`src/rtl/hazard_ctrl.sv`:
```
// Pipeline hazard and sequencing controller: load-use bubbles, taken-branch flushes,
// data-memory wait freezes, saturating stall/flush counters and a memory-timeout watchdog.
module hazard_ctrl #(
    parameter int unsigned CNT_W       = 32,
    parameter int unsigned MEM_TIMEOUT = 1024
) (
    input  logic             clk,
    input  logic             rst_n,
    input  logic [4:0]       id_rs1,
    input  logic [4:0]       id_rs2,
    input  logic             id_use_rs1,
    input  logic             id_use_rs2,
    input  logic             ex_mem_read,
    input  logic [4:0]       ex_rd,
    input  logic             ex_branch_taken,
    input  logic             mem_req,
    input  logic             mem_ready,
    input  logic             clr_counters,
    output logic             pc_write,
    output logic             if_id_write,
    output logic             if_id_flush,
    output logic             id_ex_nop,
    output logic             id_ex_flush,
    output logic             pipe_freeze,
    output logic [1:0]       state,
    output logic [CNT_W-1:0] stall_count,
    output logic [CNT_W-1:0] flush_count,
    output logic             mem_timeout
);

    localparam int unsigned WaitW = $clog2(MEM_TIMEOUT + 1);

    typedef enum logic [1:0] {
        StRun     = 2'b00,
        StMemWait = 2'b01,
        StTimeout = 2'b10
    } state_e;

    state_e             state_q, state_d;
    logic [WaitW-1:0]   wait_q, wait_d;
    logic [WaitW-1:0]   wait_inc;
    logic [CNT_W-1:0]   stall_q, flush_q;
    logic               mem_timeout_q;
    logic               load_use, mem_stall, freeze;

    assign load_use  = ex_mem_read && (ex_rd != 5'd0) &&
                       ((id_use_rs1 && (id_rs1 == ex_rd)) || (id_use_rs2 && (id_rs2 == ex_rd)));
    assign mem_stall = mem_req && !mem_ready;
    assign wait_inc  = wait_q + 1'b1;

    always_comb begin
        unique case (state_q)
            StRun:     freeze = mem_stall;
            StMemWait: freeze = !mem_ready;
            default:   freeze = 1'b1;
        endcase
    end

    // Mealy outputs; forced idle while reset is asserted.
    always_comb begin
        pc_write    = 1'b0;
        if_id_write = 1'b0;
        if_id_flush = 1'b0;
        id_ex_nop   = 1'b0;
        id_ex_flush = 1'b0;
        pipe_freeze = 1'b0;
        if (rst_n) begin
            if (freeze) begin
                pipe_freeze = 1'b1;
            end else if (ex_branch_taken) begin
                if_id_flush = 1'b1;
                id_ex_flush = 1'b1;
                pc_write    = 1'b1;
                if_id_write = 1'b1;
            end else if (load_use) begin
                id_ex_nop = 1'b1;
            end else begin
                pc_write    = 1'b1;
                if_id_write = 1'b1;
            end
        end
    end

    always_comb begin
        state_d = state_q;
        wait_d  = wait_q;
        unique case (state_q)
            StRun: begin
                wait_d = '0;
                if (mem_stall) state_d = StMemWait;
            end
            StMemWait: begin
                if (mem_ready) begin
                    state_d = StRun;
                    wait_d  = '0;
                end else begin
                    wait_d = wait_inc;
                    if (wait_inc == WaitW'(MEM_TIMEOUT)) state_d = StTimeout;
                end
            end
            StTimeout: state_d = StTimeout;
            default: begin
                state_d = StRun;
                wait_d  = '0;
            end
        endcase
    end

    always_ff @(posedge clk or negedge rst_n) begin
        if (!rst_n) begin
            state_q       <= StRun;
            wait_q        <= '0;
            stall_q       <= '0;
            flush_q       <= '0;
            mem_timeout_q <= 1'b0;
        end else begin
            state_q       <= state_d;
            wait_q        <= wait_d;
            mem_timeout_q <= mem_timeout_q || (state_d == StTimeout);
            if (clr_counters) begin
                stall_q <= '0;
                flush_q <= '0;
            end else begin
                if (!pc_write && (stall_q != '1)) stall_q <= stall_q + 1'b1;
                if (if_id_flush && (flush_q != '1)) flush_q <= flush_q + 1'b1;
            end
        end
    end

    assign state       = state_q;
    assign stall_count = stall_q;
    assign flush_count = flush_q;
    assign mem_timeout = mem_timeout_q;

endmodule

```
`config.mk`:
```
export PLATFORM = sky130hd
export DESIGN_NAME = hazard_ctrl
export DESIGN_NICKNAME = d
export VERILOG_FILES = /design/src/rtl/hazard_ctrl.sv
export SDC_FILE = /design/constraint.sdc
export NUM_CORES = 1
export LEC_CHECK = 0
export ABC_CLOCK_PERIOD_IN_PS = 5950
export CAP_MARGIN = 20
export CORE_MARGIN = 5
export CORE_UTILIZATION = 45
export DETAILED_ROUTE_END_ITERATION = 8
export GPL_TIMING_DRIVEN = 0
export PLACE_DENSITY = 0.72
export SYNTH_ARGS = -nofsm -noshare
export SYNTH_HDL_FRONTEND = slang
export SYNTH_SLANG_ARGS = --single-unit
export TNS_END_PERCENT = 30
```
`constraint.sdc`:
```
create_clock -name clk -period 5.95 [get_ports clk]
set_input_delay 1.19 -clock clk [delete_from_list [all_inputs] [get_ports clk]]
set_output_delay 1.19 -clock clk [all_outputs]
set_load 0.01 [all_outputs]
```
==> impl_metrics.tcl <==
set metrics [dict create \
    cts_buffers 9 \
    vdd_ir_drop_max_mv 0.1262 \
    leakage_nw 2.203 \
    cpMaxStageDelayCell "clkdlybuf4s50_1" \
    final.setup.tns_ps 0 \
    cts_hold_buf 0 \
    areaGrowthSynthToFinish_pct 29.98 \
    setup.worst_path.end "if_id_flush" \
    cp-start-kind "input port" \
    drt-initial-drc-count 223 \
    synth_compound_area_frac 0.1489 \
    syn_inst 502 \
    layout.nets 637 \
    grt_pass1_vias 4136 \
    share_comb_of_total_power 0.093 \
    required_ps 4760 \
    coreArea_um2 9729 \
    synth_top_area_share 0.4383 \
    synth-edff-count 0 \
    hold_class "flop to flop" \
    pwr-share-clk 0.381 \
    setup.worst_path.end_class "output port" \
    grt_usage 0.2092 \
    p_int_mw 0.7692 \
    worst_pin_slew_ps 844.0 \
    cap_violations 0 \
    p_per_area_nw_per_um2 177.0 \
    period_needed_ps 4539 \
    cts-htree-levels 3 \
    clk_path_buf_depth 2 \
    num_io_pins 97 \
    r2r-start "stall_count[0]" \
    power_switching_mw 0.2555 \
    drc_errors 0 \
    fin_crit_sh 0.7629 \
    r2r_end "stall_count[1]" \
    ff2ff_setup_slack_ps 3420 \
    clock-sinks 78 \
    place_inst 732 \
    crit_chain "clkdlybuf4s50_1 > o21bai_1 > nand4_1 > clkbuf_1 > inv_1 > buf_4 > clkdlybuf4s50_1" \
    grt_antenna_before_repair 0 \
    cpLargestDelayFamily "buffers and inverters" \
    crit_start "mem_req" \
    met1_usage 0.2907 \
    swShare 0.2493 \
    syn_area_um2 4453 \
    multi_input_area_um2 2356 \
    post_cts_buffers 0 \
    dp_hpwl_mm 8.953 \
    synth_top_family_by_area "simple AND/OR/NAND/NOR gates" \
    port_buffers 96 \
    cp_data_arrival_time_ps 3350 \
    die_y_um 109.5 \
    critical_path_depth 7 \
    fin_cells 748 \
    max_stage_delay_ps 520 \
    cp_max_fo 10 \
    grt_use_met3 0.02995 \
    critPathMostFrequentCell "clkdlybuf4s50_1" \
    synth_seq_cells 78 \
    yosys.cell_types.count 54 \
    num_vias 4259 \
    slew_viol_final 0 \
    synth.area.mux_share 0.01433 \
    synth_top_area_cell "dfrtp_1" \
    drtPass1Iterations 5 \
    finalWeightedCongestion 0.8295 \
    max_clock_freq_ghz 0.2203 \
    async_reset_ff_frac 1.000 \
    fin_hold_ws_ps 483.5 \
    syn-num-nets 529 \
    rows 36 \
    initial_utilization 0.4577 \
    grt-ovfl-total 0 \
    tritoncts "yes" \
    fin_util 0.5949 \
    root_buffer "clkbuf_8" \
    ys_seq_area_frac 0.4383 \
    yosys.area_share.simple 0.2827 \
    clkTransAtPathRegs_ps 80 \
    synth_xor_area_frac 0.07474 \
    rsz0062_at_grt "false" \
    critPathKind "input port to output port" \
    vias_per_cell 5.694 \
    fp.dieArea_um2 11980 \
    path_buf_inv 5 \
    synth_fa_ha_area_frac 0.008429 \
    synthTopCellsByArea "dfrtp_1, a21oi_1, or3_1" \
    drt_wl_total_mm 12.18 \
    finalHoldViolCount 0 \
    outcome "finished clean" \
    die_w_um 109.5 \
    skew_ps 12.54 \
    grt_max_degree 50 \
    avgSynthCellArea_um2 8.871 \
    grt-busiest-layer "met2" \
    r2r_cells 9 \
    insertedDiodeCount 0 \
    n_fill_cell 888 \
    grt_pass1_wl_mm 20.06 \
    use_met2 0.3370 \
    clk-insertion-delay-late_ps 350 \
    drive_above_1_share 0.05691 \
    cts_resized 0 \
    total_power_mw 1.025 \
    ant_nets 0 \
    yosys-top-cells-count "dfrtp_1, nor2_1, nand2_1" \
    ys_warn_count 0 \
    wl_per_cell_um 16.28 \
    yosysMostFrequentCell "dfrtp_1" \
    seqCellArea_um2 1952 \
    finalSetupViolations 0 \
    max_slew_margin 0.4326 \
    synthFlopType "dfrtp_1" \
    power.share.sequential 0.526 \
]
-- flip-flops by register name (all words and copies together) (netlist names) --
name	count
flush_count	32
mem_timeout	1
stall_count	32
state	2
wait_q	11
-- how the worst min path moves through the flow --
stage / to / depth (start not counted) / start
finish: mem_timeout / 1 / mem_timeout
global route: mem_timeout / 1 / mem_timeout
CTS: mem_timeout / 1 / mem_timeout
detailed placement: mem_timeout / 1 / mem_timeout
global placement: mem_timeout / 1 / mem_timeout
floorplan: wait_q[8] / 1 / wait_q[8]
-- cell usage in the layout, fill, tap and decap left out, types with 3 or more instances in the layout --
cell / count
clkdlybuf4s50_1: 95
dfrtp_1: 78
nor2_1: 49
nand2_1: 40
a21oi_1: 38
o21ai_0: 32
or3_1: 30
nand4_1: 25
nand3_1: 23
xnor2_1: 20
clkbuf_1: 18
xor2_1: 18
o21ai_1: 14
and3_1: 11
inv_1: 10
clkbuf_8: 9
nor3_1: 8
o31ai_1: 7
nor4_1: 6
and4_1: 6
or4_1: 6
buf_4: 5
a21o_1: 4
mux2i_1: 3
nor3b_1: 3
a211o_1: 3
or2_1: 3
nand2b_1: 3
a31oi_1: 3
or2_2: 3
nor2b_1: 3
mux2_1: 3
ha_1: 3
-- per-layer routing --
metal  share of wire  vias to the layer above  routed length (µm)
li1                -                     2040                   -
met1            0.45                     2078                5490
met2            0.48                      125                5850
met3           0.052                       16                 628
met4           0.017                        0                 210
met5               0                        -                   0
-- cells by family after synthesis --
| logic type | count (synthesis) |
|---|---|
| AOI/OAI and AO/OA | 114 |
| xor gates and xnor gates | 38 |
| adders and majority gates | 3 |
| buffers and inverters | 32 |
| DFF | 78 |
| muxes | 6 |
| and+or+nand+nor | 231 |
-- worst reg2reg max path: cells and delay by family, from the launching register on --
kind,cells,cell delay (ps)
adder cells (fa/ha/maj),1,240
AND/OR/NAND/NOR,5,1100
buffers and inverters,2,410
multiplexers,1,210
flip-flops,1,440
-- area by class of cell --
class	count	share of cell area
buffer	22	0.01859
clock buffer	12	0.02335
clock inverter	4	0.008214
inverter	10	0.006485
multi-input combinational	392	0.4070
sequential	78	0.3372
tap	133	0.02875
timing repair buffer	97	0.1703
-- stage by stage --
stage	cell area [µm²]	worst slack, ps
finish	5788	1411
global route	5788	1265
CTS	5788	1411
detailed placement	5605	1421
global placement	5580	-1563
floorplan	4453	2639
-- power groups by stage --
stage	sequential, mW	clock [mW]	combinational [mW]
after floorplan	0.550	0	0.0397
after global placement	0.550	0	0.0926
after detailed placement	0.550	0	0.0963
after CTS	0.539	0.397	0.0969
after global routing	0.540	0.421	0.105
final	0.539	0.390	0.0951
No activity file was read; power rests on OpenSTA's default activity.
